==> config.mk <==
export PLATFORM = sky130hd
export DESIGN_NAME = sa_nd_mac
export DESIGN_NICKNAME = d
export VERILOG_FILES = /design/src/rtl/sa_nd_mac.sv
export SDC_FILE = /design/constraint.sdc
export NUM_CORES = 1
export LEC_CHECK = 0
export ABC_CLOCK_PERIOD_IN_PS = 8500
export BUFFER_PORTS_ARGS = -buffer_cell sky130_fd_sc_hd__buf_4
export CAP_MARGIN = 20
export CORE_ASPECT_RATIO = 1.4
export CORE_MARGIN = 3
export CORE_UTILIZATION = 25
export CTS_CLUSTER_DIAMETER = 150
export DETAILED_ROUTE_END_ITERATION = 12
export HOLD_SLACK_MARGIN = 0.15
export PLACE_DENSITY = 0.49
export SETUP_SLACK_MARGIN = 0.3
export SLEW_MARGIN = 20
export SYNTH_ARGS = -nofsm -noshare
export SYNTH_HDL_FRONTEND = slang
export SYNTH_SLANG_ARGS = --single-unit
==> constraint.sdc <==
create_clock -name CLK -period 8.5 [get_ports CLK]
set_input_delay 0.425 -clock CLK [delete_from_list [all_inputs] [get_ports CLK]]
set_output_delay 0.425 -clock CLK [all_outputs]
set_load 0.05 [all_outputs]
==> src/rtl/sa_nd_mac.sv <==
// Output-stationary N x N integer systolic MAC array computing C = A*B over a streamed inner dimension.
// Latency: k_len + 2N-2 cycles from first accepted beat to first out_vld when unstalled.
// Backpressure: operand beats only advance the array on a_vld & a_rdy; drain holds out_data while out_rdy is low.
module sa_nd_mac #(
  parameter int N  = 2,
  parameter int DW = 8,
  parameter int AW = 32,
  parameter int KW = 8
) (
  input  logic            CLK,
  input  logic            RST_N,
  input  logic            start,
  input  logic [KW-1:0]   k_len,
  input  logic            signed_mode,
  input  logic            a_vld,
  output logic            a_rdy,
  input  logic [N*DW-1:0] a_data,
  input  logic [N*DW-1:0] b_data,
  output logic            busy,
  output logic            out_vld,
  input  logic            out_rdy,
  output logic [AW-1:0]   out_data,
  output logic            done
);

  localparam int NN = N * N;
  localparam int IW = (NN > 1) ? $clog2(NN) : 1;
  localparam int FW = $clog2(2 * N) + 1;
  localparam int PW = 2 * DW + 2;
  localparam int EW = (AW > PW) ? AW : PW;

  typedef enum logic [1:0] {IDLE, LOAD, FLUSH, DRAIN} state_t;

  state_t        state;
  logic [KW-1:0] klen_q;
  logic [KW-1:0] beat_cnt;
  logic [FW-1:0] flush_cnt;
  logic [IW-1:0] idx;
  logic          sm_q;
  logic          done_q;

  logic          en;
  logic          clr;
  logic [DW-1:0] a_src [N];
  logic [DW-1:0] b_src [N];
  logic [DW-1:0] a_in  [N][N];
  logic [DW-1:0] b_in  [N][N];
  logic [AW-1:0] acc_w [NN];

  // Product of two extended operands, sign-extended into the accumulator width (wraps modulo 2^AW).
  function automatic logic [AW-1:0] mul_ext(input logic [DW-1:0] x, input logic [DW-1:0] y,
                                            input logic sm);
    logic signed [DW:0]    ex;
    logic signed [DW:0]    ey;
    logic signed [PW-1:0]  p;
    logic signed [EW-1:0]  pe;
    ex = {sm & x[DW-1], x};
    ey = {sm & y[DW-1], y};
    p  = PW'(ex) * PW'(ey);
    pe = EW'(p);
    return pe[AW-1:0];
  endfunction

  assign clr      = (state == IDLE) && start;
  assign en       = ((state == LOAD) && a_vld) || (state == FLUSH);
  assign a_rdy    = (state == LOAD);
  assign busy     = (state != IDLE);
  assign out_vld  = (state == DRAIN);
  assign out_data = (state == DRAIN) ? acc_w[idx] : '0;
  assign done     = done_q;

  // Edge operands: stream data while loading, zeros are injected during flush.
  always_comb begin
    for (int i = 0; i < N; i++) begin
      a_src[i] = (state == LOAD) ? a_data[i*DW +: DW] : '0;
      b_src[i] = (state == LOAD) ? b_data[i*DW +: DW] : '0;
    end
  end

  // Job control: accept start, count beats, run the flush window, then walk the results row-major.
  always_ff @(posedge CLK or negedge RST_N) begin
    if (!RST_N) begin
      state     <= IDLE;
      klen_q    <= '0;
      sm_q      <= 1'b0;
      beat_cnt  <= '0;
      flush_cnt <= '0;
      idx       <= '0;
      done_q    <= 1'b0;
    end else begin
      done_q <= 1'b0;
      case (state)
        IDLE: begin
          if (start) begin
            klen_q    <= k_len;
            sm_q      <= signed_mode;
            beat_cnt  <= '0;
            flush_cnt <= '0;
            idx       <= '0;
            state     <= (k_len == '0) ? DRAIN : LOAD;
          end
        end
        LOAD: begin
          if (a_vld) begin
            if (beat_cnt == klen_q - KW'(1)) begin
              beat_cnt <= '0;
              state    <= (N == 1) ? DRAIN : FLUSH;
            end else begin
              beat_cnt <= beat_cnt + KW'(1);
            end
          end
        end
        FLUSH: begin
          if (flush_cnt == FW'(2 * N - 3)) begin
            flush_cnt <= '0;
            state     <= DRAIN;
          end else begin
            flush_cnt <= flush_cnt + FW'(1);
          end
        end
        DRAIN: begin
          if (out_rdy) begin
            if (idx == IW'(NN - 1)) begin
              idx    <= '0;
              done_q <= 1'b1;
              state  <= IDLE;
            end else begin
              idx <= idx + IW'(1);
            end
          end
        end
        default: state <= IDLE;
      endcase
    end
  end

  for (genvar gi = 0; gi < N; gi++) begin : g_skew
    if (gi == 0) begin : g_direct
      assign a_in[0][0] = a_src[0];
      assign b_in[0][0] = b_src[0];
    end else begin : g_chain
      logic [DW-1:0] ska [gi];
      logic [DW-1:0] skb [gi];
      // Delay row gi of A and column gi of B by gi enabled cycles so beats meet on the diagonal wave.
      always_ff @(posedge CLK or negedge RST_N) begin
        if (!RST_N) begin
          for (int s = 0; s < gi; s++) begin
            ska[s] <= '0;
            skb[s] <= '0;
          end
        end else if (clr) begin
          for (int s = 0; s < gi; s++) begin
            ska[s] <= '0;
            skb[s] <= '0;
          end
        end else if (en) begin
          ska[0] <= a_src[gi];
          skb[0] <= b_src[gi];
          for (int s = 1; s < gi; s++) begin
            ska[s] <= ska[s-1];
            skb[s] <= skb[s-1];
          end
        end
      end
      assign a_in[gi][0] = ska[gi-1];
      assign b_in[0][gi] = skb[gi-1];
    end
  end

  for (genvar gi = 0; gi < N; gi++) begin : g_row
    for (genvar gj = 0; gj < N; gj++) begin : g_col
      logic [AW-1:0] acc;
      // Accumulate the operand pair currently passing through this PE.
      always_ff @(posedge CLK or negedge RST_N) begin
        if (!RST_N)   acc <= '0;
        else if (clr) acc <= '0;
        else if (en)  acc <= acc + mul_ext(a_in[gi][gj], b_in[gi][gj], sm_q);
      end
      assign acc_w[gi*N + gj] = acc;

      if (gj < N - 1) begin : g_ahop
        logic [DW-1:0] ah;
        // Forward the A operand one column to the right.
        always_ff @(posedge CLK or negedge RST_N) begin
          if (!RST_N)   ah <= '0;
          else if (clr) ah <= '0;
          else if (en)  ah <= a_in[gi][gj];
        end
        assign a_in[gi][gj+1] = ah;
      end

      if (gi < N - 1) begin : g_bhop
        logic [DW-1:0] bh;
        // Forward the B operand one row down.
        always_ff @(posedge CLK or negedge RST_N) begin
          if (!RST_N)   bh <= '0;
          else if (clr) bh <= '0;
          else if (en)  bh <= b_in[gi][gj];
        end
        assign b_in[gi+1][gj] = bh;
      end
    end
  end

endmodule

## After elaboration in Yosys (flattened, before gate mapping)

Index checks and enable logic that the tools add are counted.

| word-level totals | value |
|---|---|
| bits of input ports | 46 |
| register bits | 201 |
| output and inout port bits | 36 |

| cells by class | value |
|---|---|
| $lt $le $gt $ge | 1 |
| eq/ne operators | 12 |
| multiply operators | 4 |
| add/sub/neg operators | 8 |
| muxes and demuxes | 50 |
| bitwise logic cells | 9 |
| reduce and logical (&&, ||, !) cells | 15 |

Operators by type and width:

| operator | count |
|---|---|
| 2-to-1 mux 32 bit | 11 |
| 2-to-1 mux 8 bit | 19 |
| adder 32 bit | 4 |
| multiplier 9 x 9 -> 18 bit | 4 |
| binary-select mux 32 bit (select 2 bit) | 1 |
| 2-to-1 mux 2 bit | 10 |
| case mux 8 bit (2 select lines) | 1 |
| nonzero test 2 bit | 5 |
| adder 8 x 1 -> 8 bit, second input constant | 1 |
| bitwise AND 1 bit | 8 |
| == test 8 bit | 1 |
| zero test 8 bit | 1 |
| != test 2 x 1 -> 1 bit, second input constant | 4 |
| case mux 2 bit (4 select lines) | 1 |
| subtractor 8 x 1 -> 8 bit, second input constant | 1 |
| == test 2 bit, second input constant | 3 |
| 2-to-1 mux 3 bit | 2 |
| case mux 3 bit (2 select lines) | 1 |
| AND reduction 3 bit | 2 |
| AND reduction 6 bit | 1 |
| != test 2 bit, second input constant | 2 |
| case mux 2 bit (2 select lines) | 1 |
| AND reduction 2 bit | 2 |
| adder 3 x 1 -> 3 bit, second input constant | 1 |
| other kinds (9) | 12 |

## Longest topological paths before layout

Gate-level depths: netlist of the first run.

| logic depth | value |
|---|---|
| depth after elaboration | 7 |
| depth in mapped cells | 37 |
| mapped depth without buffers | 35 |

## Worst setup path before layout of the first run

Ideal clock, no wire load.

| timing path | value |
|---|---|
| path type | flip-flop to flip-flop |
| from | register state[1] |
| to | register g_row[0].g_col[0].acc[28] |
| slack | 0.037 ns |
| library setup time | 0.122 ns |
| clock period less this slack | 8.463 ns |
| cell stages (with the launch flop) | 34 |
| arrival time | 8.341 ns |
| buffers on the path | 2 |
| cell sequence | dfrtp_1 -> inv_1 -> ha_1 -> clkbuf_1 -> clkbuf_1 -> nand3_1 -> or2_2 -> fa_1 -> fa_1 -> inv_1 -> fa_1 -> fa_1 -> inv_1 -> fa_1 -> inv_1 -> ha_1 -> a21oi_1 -> o21bai_1 -> a31oi_1 -> o211a_1 -> a211oi_1 -> xor2_1 -> inv_1 -> ha_1 -> a21o_1 -> o21bai_1 -> a21o_1 -> a21oi_1 -> nor2_1 -> a211oi_1 -> a21oi_1 -> o31a_1 -> or3_1 -> a32o_1 |

| between the ends | value |
|---|---|
| longest elaborated chain between the ends | 7 |
| elaborated cells between the ends (all ways) | 15 |

Ends and longest elaborated chain:

| what | RTL line | text |
|---|---|---|
| start, declared | 34 | `state_t state;` |
| start signal, assigned | 100 | `state <= (k_len == '0) ? DRAIN : LOAD;` |
| start signal, assigned | 107 | `state <= (N == 1) ? DRAIN : FLUSH;` |
| == test 2 x 1 -> 1 bit (*) | -- |  |
| named net a_rdy | 16 | `output logic a_rdy,` |
| 2-to-1 mux 8 bit, on equally long branches | 75, 76 |  |
| bitwise AND 1 bit, on equally long branches | 57, 58 |  |
| multiplier 9 x 9 -> 18 bit | 59 | `p = PW'(ex) * PW'(ey);` |
| adder 32 bit | 177 | `else if (en) acc <= acc + mul_ext(a_in[gi][gj], b_in[gi][gj], sm_q);` |
| 2-to-1 mux 32 bit | 177 |  |
| 2-to-1 mux 32 bit | 176 | `else if (clr) acc <= '0;` |
| end signal, assigned | 177 |  |
| end, declared | 172 | `logic [AW-1:0] acc;` |

Mark *: on every way through the listed nets, which the timed path passes. The rest lies on a longest branch. The select of a mux whose other input is x is not followed.
A chain may end at the register's enable or synchronous reset.

## Worst setup path in the final report of the first run

| timing path | value |
|---|---|
| from | register sm_q |
| to | register g_row[0].g_col[1].acc[31] |

| between the ends | value |
|---|---|
| longest elaborated chain between the ends | 5 |
| elaborated cells between the ends (all ways) | 6 |

Ends and longest elaborated chain:

| what | RTL line | text |
|---|---|---|
| start, declared | 39 | `logic sm_q;` |
| start signal, assigned | 96 | `sm_q <= signed_mode;` |
| bitwise AND 1 bit, on equally long branches | 57, 58 |  |
| multiplier 9 x 9 -> 18 bit (*) | 59 |  |
| adder 32 bit (*) | 177 |  |
| 2-to-1 mux 32 bit (*) | 177 |  |
| 2-to-1 mux 32 bit (*) | 176 |  |
| end signal, assigned | 177 |  |
| end, declared | 172 |  |

Every way passes the cells marked *; elsewhere a longest branch is shown, timed or not. The select of a mux whose other input is x is not followed.

==> results of run 1 <==
==> sequential cells by signal, summed over array words and instances (netlist names) <==
register,flops
beat_cnt,8
done,1
flush_cnt,3
g_row.g_col.acc,128
g_row.g_col.g_ahop.ah,16
g_row.g_col.g_bhop.bh,16
g_skew.g_chain.ska,8
g_skew.g_chain.skb,8
idx,2
klen_q,8
sm_q,1
state,2
==> cells by family after synthesis <==
| kind of cell | after synthesis | synth area share, % |
|---|---|---|
| simple gates | 1008 | 17.6 |
| compound gates | 614 | 14.3 |
| buf+inv | 578 | 7.93 |
| fa+ha+maj | 570 | 33.8 |
| flops | 201 | 18.4 |
| xor+xnor | 162 | 5.18 |
| mux | 35 | 2.74 |
==> power groups by stage <==
stage | Clock [uW] | Sequential [uW] | Combinational (uW)
6_report | 1110 | 1870 | 6640
5_1_grt | 1170 | 1930 | 7470
4_1_cts | 1140 | 1870 | 6690
3_5_place_dp | 0 | 1880 | 6620
3_3_place_gp | 0 | 1880 | 6600
2_1_floorplan | 0 | 1550 | 4920
==> worst register-to-register path: cells and delay by family (launching register included) <==
family	cells	cell delay [ns]
adders and majority gates	7	3.23
AOI/OAI and AO/OA	11	2.44
xor gates and xnor gates	1	0.27
DFF	1	0.36
and+or+nand+nor	5	0.60
buffers and inverters	8	0.80
==> metal layers <==
| metal | vias to the layer above | track usage (%) | share of wire, % |
|---|---|---|---|
| met5 | - | 0 | 0 |
| li1 | 10700 | - | - |
| met4 | 0 | 3.99 | 2.6 |
| met3 | 72 | 0.847 | 2.0 |
| met2 | 225 | 27.5 | 53 |
| met1 | 10800 | 17.4 | 42 |
==> cell type report <==
type	count	share of cell area, %
clock inverter	11	0.526
tap	1450	5.82
clock buffer	30	2.03
timing repair buffer	194	4.99
sequential	201	16.1
inverter	431	5.19
antenna	5	0.0401
multi-input combinational	2389	65.3
==> timing repair <==
action | in CTS | in global routing
gates resized for setup | 0 | 32
buffers inserted | 1 | 5
cloned | 0 | 0
endpoints found under the setup margin | 2 | 18
hold buffers | 26 | 0
pin swaps | 1 | 9
hold endpoints to repair | 127 | 0
==> worst paths after layout <==
path / end / start / depth (start not counted) / slack, ns
setup / recovery: g_row[0].g_col[1].acc[31]$_DFFE_PN0P_ / sm_q$_DFFE_PN0P_ / 32 / 0.66
hold / removal: done$_DFF_PN0_ / out_rdy / 2 / 0.18
setup reg to reg: g_row[0].g_col[1].acc[31]$_DFFE_PN0P_ / sm_q$_DFFE_PN0P_ / 32 / 0.66
hold reg to reg: klen_q[7]$_DFFE_PN0P_ / klen_q[7]$_DFFE_PN0P_ / 2 / 0.50
max in group asynchronous: g_skew[1].g_chain.skb[0]$_DFFE_PN0P_ / RST_N / 3 / 6.59
min in group asynchronous: g_row[1].g_col[1].acc[30]$_DFFE_PN0P_ / RST_N / 2 / 0.52
==> per-stage QoR <==
stage          std cells  hold WS [ns]  power, uW
5_1_grt             4710         0.177      10600
2_1_floorplan       3168         0.129       6480
3_5_place_dp        4633         0.489       8500
6_report            4711         0.180       9620
4_1_cts             4701         0.152       9700
3_3_place_gp        4633         0.482       8480
==> cells in the mapped netlist, types with 4 or more instances <==
library cell and n:
sky130_fd_sc_hd__fa_1 284, sky130_fd_sc_hd__a211o_1 4, sky130_fd_sc_hd__nor2b_1 26, sky130_fd_sc_hd__o21ai_0 101, sky130_fd_sc_hd__a2111oi_0 5, sky130_fd_sc_hd__nand2b_1 19, sky130_fd_sc_hd__or2_2 16, sky130_fd_sc_hd__o31a_1 4
sky130_fd_sc_hd__nand3_1 86, sky130_fd_sc_hd__nor4_1 6, sky130_fd_sc_hd__o21bai_1 21, sky130_fd_sc_hd__inv_1 431, sky130_fd_sc_hd__nand2_1 423, sky130_fd_sc_hd__a32o_1 4, sky130_fd_sc_hd__and2_1 129, sky130_fd_sc_hd__o41ai_1 5
sky130_fd_sc_hd__xnor2_1 116, sky130_fd_sc_hd__xor2_1 46, sky130_fd_sc_hd__nor3b_1 4, sky130_fd_sc_hd__a21oi_1 223, sky130_fd_sc_hd__nor4b_1 4, sky130_fd_sc_hd__a21boi_0 8, sky130_fd_sc_hd__mux4_2 32, sky130_fd_sc_hd__o21a_1 21
sky130_fd_sc_hd__nor3_1 44, sky130_fd_sc_hd__nand4_1 7, sky130_fd_sc_hd__o2111ai_1 5, sky130_fd_sc_hd__nand3b_1 4, sky130_fd_sc_hd__o211ai_1 11, sky130_fd_sc_hd__and3_1 73, sky130_fd_sc_hd__o31ai_1 15, sky130_fd_sc_hd__a21o_1 71
sky130_fd_sc_hd__clkbuf_1 128, sky130_fd_sc_hd__ha_1 286, sky130_fd_sc_hd__a31oi_1 11, sky130_fd_sc_hd__nor2_1 127, sky130_fd_sc_hd__a211oi_1 26, sky130_fd_sc_hd__o21ai_1 12, sky130_fd_sc_hd__buf_1 17, sky130_fd_sc_hd__or3_1 23
sky130_fd_sc_hd__dfrtp_1 201, sky130_fd_sc_hd__a22o_1 31
==> impl_metrics.prom, run 1 <==
# TYPE chip_impl_metric gauge
chip_impl_metric{name="placement.cell_area",unit="um^2"} 29900
chip_impl_info{name="critical_path.most_common_cell",value="sky130_fd_sc_hd__inv_1"} 1
chip_impl_info{name="critPathTopFamily",value="adder cells"} 1
chip_impl_info{name="post_synth_main_area_contributors",value="sky130_fd_sc_hd__fa_1 (21%), sky130_fd_sc_hd__dfrtp_1 (18%), sky130_fd_sc_hd__ha_1 (13%)"} 1
chip_impl_metric{name="ys_types",unit=""} 77
chip_impl_metric{name="max-cap-violations",unit=""} 0
chip_impl_info{name="slowest_stage",value="sky130_fd_sc_hd__a2111oi_0"} 1
chip_impl_metric{name="power_per_cell_area",unit="nW/um^2"} 309
chip_impl_metric{name="cts-htree-levels",unit=""} 1
chip_impl_metric{name="pin_slew_with_the_least_headroom_to_its_limit",unit="ns"} 0.947
chip_impl_metric{name="max-slew-margin-rel",unit="%"} 36.8
chip_impl_info{name="dominantRegCellSynth",value="sky130_fd_sc_hd__dfrtp_1"} 1
chip_impl_metric{name="cp.buffers_inverters",unit=""} 8
chip_impl_metric{name="dr_total_vias",unit=""} 21800
chip_impl_metric{name="dieArea",unit="um^2"} 114000
chip_impl_metric{name="slew_viols_final",unit=""} 0
chip_impl_metric{name="drcViolationCount",unit=""} 0
chip_impl_metric{name="final_area",unit="um^2"} 31200
chip_impl_metric{name="route.detailed.wl_per_inst",unit="um"} 17.4
chip_impl_metric{name="p_int",unit="uW"} 4620
chip_impl_info{name="cts_tree",value="done"} 1
chip_impl_metric{name="clock_power_share",unit="%"} 11.5
chip_impl_metric{name="critical-path-max-stage-delay",unit="ns"} 0.59
chip_impl_metric{name="mappedNetlistArea",unit="um^2"} 27400
chip_impl_info{name="end_kind",value="flop"} 1
chip_impl_metric{name="finalWorstSetupSlack",unit="ns"} 0.656
chip_impl_metric{name="post-route-period-util",unit="%"} 92.3
chip_impl_info{name="commonest_cells_after_routing_fill_and_taps_aside",value="sky130_fd_sc_hd__inv_1 (430), sky130_fd_sc_hd__nand2_1 (423), sky130_fd_sc_hd__fa_1 (284)"} 1
chip_impl_metric{name="synthesis.nets",unit=""} 3784
chip_impl_metric{name="ir_worst_vdd",unit="V"} 0.000259
chip_impl_metric{name="grt_antenna_before_repair",unit=""} 5
chip_impl_metric{name="overflow",unit=""} 0
chip_impl_metric{name="setup_tns",unit="ns"} 0
chip_impl_metric{name="grt_pass1_vias",unit=""} 23000
chip_impl_metric{name="fp.coreArea",unit="um^2"} 109000
chip_impl_info{name="yosysTopAreaCell",value="sky130_fd_sc_hd__fa_1"} 1
chip_impl_metric{name="fp.dieW",unit="um"} 286
chip_impl_metric{name="placement.setup.worst_slack",unit="ns"} 0.246
chip_impl_metric{name="fmax",unit="MHz"} 127
chip_impl_metric{name="start_util",unit="%"} 25.2
chip_impl_metric{name="insertion_delay",unit="ns"} 0.57
chip_impl_info{name="rsz_0062_raised_after_global_routing",value="no"} 1
chip_impl_metric{name="iter_0_drt_violations",unit=""} 965
chip_impl_metric{name="number_of_hold_violations_in_the_final_report",unit=""} 0
chip_impl_info{name="hp-class",value="in2reg"} 1
chip_impl_metric{name="synthArstFlopShare",unit="%"} 100
chip_impl_metric{name="pin_count",unit=""} 82
chip_impl_metric{name="fin_util",unit="%"} 28.7
chip_impl_metric{name="cts.reportedPaths.clkPinSlew",unit="ns"} 0.07
chip_impl_metric{name="placementRows",unit=""} 143
chip_impl_info{name="setup.worst_path.start_class",value="flop"} 1
chip_impl_metric{name="power.static_leakage",unit="uW"} 0.0153
chip_impl_metric{name="syn_avg_cell_area",unit="um^2"} 8.65
chip_impl_metric{name="ctsLongestPathBuffers",unit=""} 3
chip_impl_metric{name="layout.filler_cells",unit=""} 11600
chip_impl_metric{name="seqCellArea",unit="um^2"} 5030
chip_impl_metric{name="hpwlAfterDp",unit="um"} 65400
chip_impl_metric{name="finalWeightedCongestion",unit=""} 0.842
chip_impl_metric{name="grt_first_pass_wirelength",unit="um"} 130000
chip_impl_metric{name="ys_ff_latch",unit=""} 201
chip_impl_metric{name="yosysSeqAreaShare",unit="%"} 18.4
chip_impl_metric{name="synth_top_cell_area_share",unit="%"} 20.8
chip_impl_info{name="setup.worst_path.class",value="reg2reg"} 1
chip_impl_metric{name="crit_arrival",unit="ns"} 8.28
chip_impl_info{name="clock-root-buffer",value="sky130_fd_sc_hd__clkbuf_16"} 1
chip_impl_metric{name="pin_count_of_the_biggest_net_entering_global_routing",unit=""} 142
chip_impl_metric{name="netSwitchingFraction",unit="%"} 51.9
chip_impl_metric{name="vias_per_cell",unit=""} 4.63
chip_impl_metric{name="all_layer_global_routing_usage",unit="%"} 14.4
chip_impl_metric{name="detail_route.wirelength",unit="um"} 81900
chip_impl_metric{name="setup_viol_count_final",unit=""} 0
chip_impl_metric{name="port_buffers",unit=""} 81
chip_impl_metric{name="antenna_violating_nets_post_route",unit=""} 0
chip_impl_metric{name="tritoncts.num_buffers",unit=""} 23
chip_impl_metric{name="synth_cells",unit=""} 3168
chip_impl_metric{name="nets",unit=""} 3856
chip_impl_metric{name="drive_gt1_share",unit="%"} 9.24
chip_impl_metric{name="multi_input_comb_area",unit="um^2"} 20300
chip_impl_metric{name="syn2layout_area_growth",unit="%"} 13.8
chip_impl_metric{name="critPathRequiredTime",unit="ns"} 8.93
chip_impl_metric{name="tritoncts_num_sinks",unit=""} 201
chip_impl_metric{name="detail_route.first_pass.iterations",unit=""} 5
chip_impl_metric{name="layout_min_cycle_time",unit="ns"} 7.84
chip_impl_metric{name="netSwitchingPower",unit="uW"} 5000
chip_impl_metric{name="floorplan.die.height",unit="um"} 398
chip_impl_info{name="layout_commonest_cell",value="sky130_fd_sc_hd__inv_1"} 1
chip_impl_metric{name="synth.yosys.warnings",unit=""} 0
chip_impl_metric{name="comb_power_share",unit="%"} 69.0
chip_impl_metric{name="power_frac_seq",unit="%"} 19.5
chip_impl_metric{name="clock_skew",unit="ns"} 0.0281
chip_impl_metric{name="synth_edf_count",unit=""} 0
chip_impl_info{name="status",value="completed"} 1
chip_impl_metric{name="critical_path_peak_fanout",unit=""} 12
Note: power is estimated with default switching activity, not from simulation.
==> inputs of run 2 (changes only) <==
--- a/config.mk
+++ b/config.mk
@@ -8,7 +8,6 @@
 export ABC_CLOCK_PERIOD_IN_PS = 8500
 export BUFFER_PORTS_ARGS = -buffer_cell sky130_fd_sc_hd__buf_4
 export CAP_MARGIN = 20
-export CORE_ASPECT_RATIO = 1.4
 export CORE_MARGIN = 3
 export CORE_UTILIZATION = 25
 export CTS_CLUSTER_DIAMETER = 150
==> impl_metrics.prom, run 2 (synthesis results as in run 1) <==
# TYPE chip_impl_metric gauge
chip_impl_info{name="status",value="completed"} 1
chip_impl_metric{name="placement.cell_area",unit="um^2"} 29700
chip_impl_info{name="end_kind",value="flop"} 1
chip_impl_info{name="hp-class",value="in2reg"} 1
chip_impl_metric{name="drive_gt1_share",unit="%"} 8.99
chip_impl_metric{name="nets",unit=""} 3846
chip_impl_metric{name="crit_arrival",unit="ns"} 8.25
chip_impl_metric{name="number_of_hold_violations_in_the_final_report",unit=""} 0
chip_impl_metric{name="max-slew-margin-rel",unit="%"} 38.6
chip_impl_metric{name="cts.reportedPaths.clkPinSlew",unit="ns"} 0.06
chip_impl_info{name="reg.largest.list",value="g_row.g_col.acc: 128 flops, g_row.g_col.g_ahop.ah: 16 flops, g_row.g_col.g_bhop.bh: 16 flops"} 1
chip_impl_metric{name="cp.buffers_inverters",unit=""} 8
chip_impl_metric{name="pin_count_of_the_biggest_net_entering_global_routing",unit=""} 142
chip_impl_metric{name="cts-htree-levels",unit=""} 1
chip_impl_info{name="layout_commonest_cell",value="sky130_fd_sc_hd__inv_1"} 1
chip_impl_metric{name="vias_per_cell",unit=""} 4.70
chip_impl_metric{name="placement.setup.worst_slack",unit="ns"} 0.246
chip_impl_metric{name="detail_route.wirelength",unit="um"} 80400
chip_impl_info{name="clock-root-buffer",value="sky130_fd_sc_hd__clkbuf_16"} 1
chip_impl_metric{name="dieArea",unit="um^2"} 114000
chip_impl_metric{name="hpwlAfterDp",unit="um"} 62200
chip_impl_info{name="setup.worst_path.start_class",value="flop"} 1
chip_impl_metric{name="critical-path-max-stage-delay",unit="ns"} 0.54
chip_impl_metric{name="fp.dieW",unit="um"} 337
chip_impl_info{name="regMostFlops",value="g_row.g_col.acc"} 1
chip_impl_metric{name="iter_0_drt_violations",unit=""} 1212
chip_impl_metric{name="grt_antenna_before_repair",unit=""} 6
chip_impl_metric{name="largest_register_ff_count",unit=""} 128
chip_impl_metric{name="antenna_violating_nets_post_route",unit=""} 0
chip_impl_metric{name="post-layout-total-power",unit="uW"} 9700
chip_impl_metric{name="ctsLongestPathBuffers",unit=""} 3
chip_impl_metric{name="grt_first_pass_wirelength",unit="um"} 127000
chip_impl_metric{name="detail_route.first_pass.iterations",unit=""} 5
chip_impl_metric{name="insertion_delay",unit="ns"} 0.59
chip_impl_metric{name="fp.coreArea",unit="um^2"} 108000
chip_impl_metric{name="setup_tns",unit="ns"} 0
chip_impl_info{name="commonest_cells_after_routing_fill_and_taps_aside",value="sky130_fd_sc_hd__inv_1 (429), sky130_fd_sc_hd__nand2_1 (422), sky130_fd_sc_hd__fa_1 (284)"} 1
chip_impl_metric{name="grt_pass1_vias",unit=""} 21800
chip_impl_metric{name="dr_total_vias",unit=""} 21800
chip_impl_metric{name="power.static_leakage",unit="uW"} 0.0152
chip_impl_metric{name="tritoncts_num_sinks",unit=""} 201
chip_impl_metric{name="syn2layout_area_growth",unit="%"} 13.6
chip_impl_metric{name="overflow",unit=""} 0
chip_impl_metric{name="pin_slew_with_the_least_headroom_to_its_limit",unit="ns"} 0.921
chip_impl_metric{name="setup_viol_count_final",unit=""} 0
chip_impl_metric{name="post-route-period-util",unit="%"} 91.5
chip_impl_metric{name="final_area",unit="um^2"} 31100
chip_impl_metric{name="critical_path_peak_fanout",unit=""} 4
chip_impl_info{name="slowest_stage",value="sky130_fd_sc_hd__fa_1"} 1
chip_impl_metric{name="placementRows",unit=""} 120
chip_impl_metric{name="power_per_cell_area",unit="nW/um^2"} 312
chip_impl_metric{name="slew_viols_final",unit=""} 0
chip_impl_info{name="setup.worst_path.class",value="reg2reg"} 1
chip_impl_info{name="rsz_0062_raised_after_global_routing",value="no"} 1
chip_impl_metric{name="layout.filler_cells",unit=""} 11400
chip_impl_metric{name="critPathRequiredTime",unit="ns"} 8.98
chip_impl_metric{name="max-cap-violations",unit=""} 0
chip_impl_info{name="cts_tree",value="done"} 1
chip_impl_metric{name="all_layer_global_routing_usage",unit="%"} 14.1
chip_impl_metric{name="pin_count",unit=""} 82
chip_impl_info{name="critPathTopFamily",value="adder cells"} 1
chip_impl_metric{name="floorplan.die.height",unit="um"} 337
chip_impl_metric{name="ir_worst_vdd",unit="V"} 0.000257
chip_impl_metric{name="clock_skew",unit="ns"} 0.0188
chip_impl_metric{name="fin_worst_hold_slack",unit="ns"} 0.218
chip_impl_metric{name="start_util",unit="%"} 25.4
chip_impl_metric{name="drcViolationCount",unit=""} 0
chip_impl_metric{name="route.detailed.wl_per_inst",unit="um"} 17.3
chip_impl_metric{name="layout_min_cycle_time",unit="ns"} 7.78
chip_impl_metric{name="fmax",unit="MHz"} 129
chip_impl_metric{name="finalWeightedCongestion",unit=""} 0.840
chip_impl_metric{name="finalWorstSetupSlack",unit="ns"} 0.723
chip_impl_metric{name="port_buffers",unit=""} 81
chip_impl_metric{name="tritoncts.num_buffers",unit=""} 27
==> run 2: cell count changes in the layout (fill, tap and decap cells not counted), sizes merged <==
| cell | change |
|---|---|
| clkinvlp | +2 |
| clkinv | +1 |
| inv | -1 |
| dlygate4sd3 | +6 |
| clkbuf | +9 |
| bufinv | -3 |
| diode | -3 |
| buf | -23 |
==> run 2: layout make-up <==
| class | count | area [um^2] | area share [%] |
|---|---|---|---|
| diodes | 2 | 5.00 | 0.0161 |
| clock buffers | 36 | 769 | 2.47 |
| clock inverters | 10 | 97.6 | 0.314 |
| inverters | 431 | 1620 | 5.21 |
| multi-input cells | 2389 | 20300 | 65.3 |
| flip-flops and latches | 201 | 5040 | 16.2 |
| well taps | 1403 | 1760 | 5.64 |
| repair buffers | 180 | 1500 | 4.81 |
==> run 2: path summary, 6_finish.rpt <==
path | slack [ns] | end | cells past startpoint | startpoint
worst max-delay path | 0.72 | g_row[0].g_col[0].acc[28]$_DFFE_PN0P_ | 33 | state[1]$_DFFE_PN0P_
worst min-delay path | 0.22 | g_row[0].g_col[0].g_bhop.bh[0]$_DFFE_PN0P_ | 2 | b_data[0]
worst max register to register | 0.72 | g_row[0].g_col[0].acc[28]$_DFFE_PN0P_ | 33 | state[1]$_DFFE_PN0P_
worst min register to register | 0.51 | klen_q[7]$_DFFE_PN0P_ | 2 | klen_q[7]$_DFFE_PN0P_
max in group asynchronous | 6.61 | sm_q$_DFFE_PN0P_ | 3 | RST_N
min in group asynchronous | 0.42 | g_row[1].g_col[1].acc[31]$_DFFE_PN0P_ | 2 | RST_N
==> run 2: report_power, final <==
| group | switching (uW) | internal, uW |
|---|---|---|
| Combinational | 3930 | 2600 |
| Sequential | 650 | 1350 |
| Clock | 498 | 664 |
==> run 2: layer usage <==
layer / track usage, % / vias to the layer above / share of wire [%]
li1: - / 10600 / -
met1: 20.3 / 10800 / 49
met2: 22.9 / 326 / 46
met3: 1.23 / 52 / 3.3
met4: 2.94 / 0 / 1.8
met5: 0 / - / 0
==> run 2: repair_timing <==
action	4_1_cts	5_1_grt
pin swaps	0	7
hold endpoints to repair	103	0
gates cloned	0	1
resized for setup	1	34
setup endpoints to repair	4	21
hold buffers	32	0
setup buffers	0	13
==> run 2: stage by stage <==
step                      util (%)  instances
after floorplan                  -       3168
final                         28.8       4652
after CTS                     28.6       4636
after global routing          28.8       4650
after detailed placement      27.5       4558
after global placement        27.5       4558
==> inputs of run 3 (changes only) <==
--- a/config.mk
+++ b/config.mk
@@ -6,7 +6,7 @@
 export NUM_CORES = 1
 export LEC_CHECK = 0
 export ABC_CLOCK_PERIOD_IN_PS = 8500
-export BUFFER_PORTS_ARGS = -buffer_cell sky130_fd_sc_hd__buf_4
+export BUFFER_PORTS_ARGS = -buffer_cell sky130_fd_sc_hd__buf_2
 export CAP_MARGIN = 20
 export CORE_MARGIN = 3
 export CORE_UTILIZATION = 25
==> impl_metrics.prom, run 3 (synthesis results as in run 1) <==
# TYPE chip_impl_metric gauge
chip_impl_metric{name="syn2layout_area_growth",unit="%"} 12.7
chip_impl_metric{name="r2r_setup_slack",unit="ns"} 0.64
chip_impl_info{name="end_kind",value="flop"} 1
chip_impl_info{name="holdCritStartpoint",value="out_rdy"} 1
chip_impl_metric{name="grt_first_pass_wirelength",unit="um"} 128000
chip_impl_metric{name="slew_viols_final",unit=""} 0
chip_impl_metric{name="critPathRequiredTime",unit="ns"} 8.95
chip_impl_metric{name="insertion_delay",unit="ns"} 0.57
chip_impl_metric{name="dr_total_vias",unit=""} 21800
chip_impl_metric{name="fp.dieW",unit="um"} 337
chip_impl_metric{name="finalWorstSetupSlack",unit="ns"} 0.645
chip_impl_metric{name="fp.coreArea",unit="um^2"} 108000
chip_impl_metric{name="drive_gt1_share",unit="%"} 8.89
chip_impl_info{name="rsz_0062_raised_after_global_routing",value="yes"} 1
chip_impl_metric{name="tritoncts.num_buffers",unit=""} 26
chip_impl_info{name="worstReg2RegEnd",value="g_row[0].g_col[0].acc[28]$_DFFE_PN0P_"} 1
chip_impl_info{name="status",value="completed"} 1
chip_impl_info{name="r2r-start",value="state[1]$_DFFE_PN0P_"} 1
chip_impl_metric{name="cts-htree-levels",unit=""} 1
chip_impl_metric{name="final_area",unit="um^2"} 30900
chip_impl_metric{name="critical_path_peak_fanout",unit=""} 7
chip_impl_metric{name="crit_arrival",unit="ns"} 8.30
chip_impl_metric{name="overflow",unit=""} 0
chip_impl_metric{name="iter_0_drt_violations",unit=""} 1195
chip_impl_metric{name="grt_pass1_vias",unit=""} 22100
chip_impl_metric{name="multi_input_comb_area",unit="um^2"} 20300
chip_impl_info{name="clock-root-buffer",value="sky130_fd_sc_hd__clkbuf_16"} 1
chip_impl_metric{name="netSwitchingPower",unit="uW"} 5100
chip_impl_metric{name="dieArea",unit="um^2"} 114000
chip_impl_metric{name="post-layout-total-power",unit="uW"} 9710
chip_impl_info{name="hp-class",value="in2reg"} 1
chip_impl_metric{name="all_layer_global_routing_usage",unit="%"} 14.3
chip_impl_metric{name="placement.cell_area",unit="um^2"} 29500
chip_impl_metric{name="max-cap-violations",unit=""} 0
chip_impl_metric{name="clock_power_share",unit="%"} 12.4
chip_impl_metric{name="cp.buffers_inverters",unit=""} 9
chip_impl_info{name="reg.largest.list",value="g_row.g_col.acc: 128 flops, g_row.g_col.g_ahop.ah: 16 flops, g_row.g_col.g_bhop.bh: 16 flops"} 1
chip_impl_metric{name="finalWeightedCongestion",unit=""} 0.841
chip_impl_metric{name="fmax",unit="MHz"} 127
chip_impl_metric{name="number_of_hold_violations_in_the_final_report",unit=""} 0
chip_impl_metric{name="netSwitchingFraction",unit="%"} 52.5
chip_impl_metric{name="route.detailed.wl_per_inst",unit="um"} 17.4
chip_impl_info{name="layout_commonest_cell",value="sky130_fd_sc_hd__inv_1"} 1
chip_impl_metric{name="pin_slew_with_the_least_headroom_to_its_limit",unit="ns"} 0.955
chip_impl_metric{name="max-slew-margin-rel",unit="%"} 36.3
chip_impl_metric{name="placement.setup.worst_slack",unit="ns"} 0.290
chip_impl_metric{name="ctsLongestPathBuffers",unit=""} 3
chip_impl_metric{name="power_frac_seq",unit="%"} 20.7
chip_impl_info{name="regMostFlops",value="g_row.g_col.acc"} 1
chip_impl_metric{name="r2r_cells",unit=""} 34
chip_impl_metric{name="power.static_leakage",unit="uW"} 0.0152
chip_impl_metric{name="drcViolationCount",unit=""} 0
chip_impl_metric{name="start_util",unit="%"} 25.4
chip_impl_metric{name="grt_antenna_before_repair",unit=""} 10
chip_impl_metric{name="detail_route.wirelength",unit="um"} 80900
chip_impl_metric{name="nets",unit=""} 3837
chip_impl_metric{name="p_int",unit="uW"} 4620
chip_impl_metric{name="setup_viol_count_final",unit=""} 0
chip_impl_metric{name="clock_skew",unit="ns"} 0.0229
chip_impl_info{name="setup.worst_path.start_class",value="flop"} 1
chip_impl_metric{name="power_per_cell_area",unit="nW/um^2"} 315
chip_impl_info{name="commonest_cells_after_routing_fill_and_taps_aside",value="sky130_fd_sc_hd__inv_1 (429), sky130_fd_sc_hd__nand2_1 (422), sky130_fd_sc_hd__fa_1 (284)"} 1
chip_impl_metric{name="vias_per_cell",unit=""} 4.70
chip_impl_metric{name="hpwlAfterDp",unit="um"} 63300
chip_impl_metric{name="largest_register_ff_count",unit=""} 128
chip_impl_metric{name="critical-path-max-stage-delay",unit="ns"} 0.55
chip_impl_metric{name="seqCellArea",unit="um^2"} 5040
chip_impl_metric{name="setup_tns",unit="ns"} 0
chip_impl_metric{name="floorplan.die.height",unit="um"} 337
chip_impl_metric{name="port_buffers",unit=""} 81
chip_impl_metric{name="tritoncts_num_sinks",unit=""} 201
chip_impl_metric{name="placementRows",unit=""} 120
chip_impl_metric{name="ir_worst_vdd",unit="V"} 0.000242
chip_impl_info{name="whs_endpoint",value="done$_DFF_PN0_"} 1
chip_impl_metric{name="post-route-period-util",unit="%"} 92.4
chip_impl_info{name="cts_tree",value="done"} 1
chip_impl_info{name="critPathTopFamily",value="adder cells"} 1
chip_impl_metric{name="detail_route.first_pass.iterations",unit=""} 5
chip_impl_info{name="slowest_stage",value="sky130_fd_sc_hd__fa_1"} 1
chip_impl_metric{name="pin_count",unit=""} 82
chip_impl_info{name="setup.worst_path.class",value="reg2reg"} 1
chip_impl_metric{name="whs_path_depth",unit=""} 2
chip_impl_metric{name="pin_count_of_the_biggest_net_entering_global_routing",unit=""} 142
chip_impl_metric{name="layout_min_cycle_time",unit="ns"} 7.86
chip_impl_metric{name="layout.filler_cells",unit=""} 11500
chip_impl_metric{name="cts.reportedPaths.clkPinSlew",unit="ns"} 0.06
chip_impl_metric{name="antenna_violating_nets_post_route",unit=""} 0
chip_impl_metric{name="comb_power_share",unit="%"} 66.9
==> run 3: changes by cell type in the layout (fill, tap and decap cells not counted), moves of 3 or more <==
cell	change
sky130_fd_sc_hd__a21oi_2	-3
sky130_fd_sc_hd__diode_2	+3
sky130_fd_sc_hd__buf_4	-81
sky130_fd_sc_hd__a21oi_1	+3
sky130_fd_sc_hd__dlygate4sd3_1	-6
sky130_fd_sc_hd__buf_2	+81
==> run 3: timing repair <==
item                                    4_1_cts  5_1_grt
hold buffers                                 26        0
endpoints found under the hold margin        73        0
setup buffers                                 0        9
endpoints found under the setup margin        1       31
gates resized for setup                       1       33
pin swaps                                     0        7
gates cloned                                  0        0
==> run 3: worst max path at each step <==
stage	from	endpoint	slack, ns	depth (start not counted)
2_1_floorplan	state[1]$_DFFE_PN0P_	g_row[0].g_col[0].acc[28]$_DFFE_PN0P_	0.35	33
3_3_place_gp	sm_q$_DFFE_PN0P_	g_row[1].g_col[1].acc[25]$_DFFE_PN0P_	0.34	33
3_5_place_dp	sm_q$_DFFE_PN0P_	g_row[1].g_col[1].acc[25]$_DFFE_PN0P_	0.29	33
4_1_cts	state[1]$_DFFE_PN0P_	g_row[0].g_col[0].acc[31]$_DFFE_PN0P_	0.38	33
5_1_grt	state[1]$_DFFE_PN0P_	g_row[0].g_col[0].acc[31]$_DFFE_PN0P_	0.26	33
6_report	state[1]$_DFFE_PN0P_	g_row[0].g_col[0].acc[28]$_DFFE_PN0P_	0.64	34
==> run 3: through the flow <==
| step | cells | hold slack [ns] | utilization, % |
|---|---|---|---|
| 2_1_floorplan | 3168 | 0.129 | - |
| 3_3_place_gp | 4561 | 0.368 | 27.3 |
| 3_5_place_dp | 4561 | 0.365 | 27.3 |
| 4_1_cts | 4634 | 0.189 | 28.4 |
| 5_1_grt | 4644 | 0.229 | 28.6 |
| 6_report | 4648 | 0.211 | 28.6 |
==> run 3: final cells by class <==
| type | instances | share of cell area, % |
|---|---|---|
| Antenna cell | 5 | 0.0405 |
| Clock buffer | 38 | 2.51 |
| Sequential cell | 201 | 16.3 |
| Inverter | 431 | 5.25 |
| Multi-Input combinational cell | 2389 | 65.9 |
| Timing Repair Buffer | 172 | 3.88 |
| Clock inverter | 9 | 0.446 |
| Tap cell | 1403 | 5.69 |
==> run 3: power groups by stage <==
stage | registers, uW | logic [uW] | clock network, uW
after floorplan | 1550 | 4920 | 0
after global placement | 2030 | 6410 | 0
after detailed placement | 2020 | 6400 | 0
after CTS | 2010 | 6470 | 1240
after global routing | 2070 | 7310 | 1270
final | 2010 | 6500 | 1210
==> run 3: layer usage <==
metal	GRT usage [%]	up-vias	wire length, um
met5	0	-	0
met4	2.36	0	928
met3	1.13	48	2300
met2	23.8	273	38100
met1	20.5	10900	39700
li1	-	10600	-
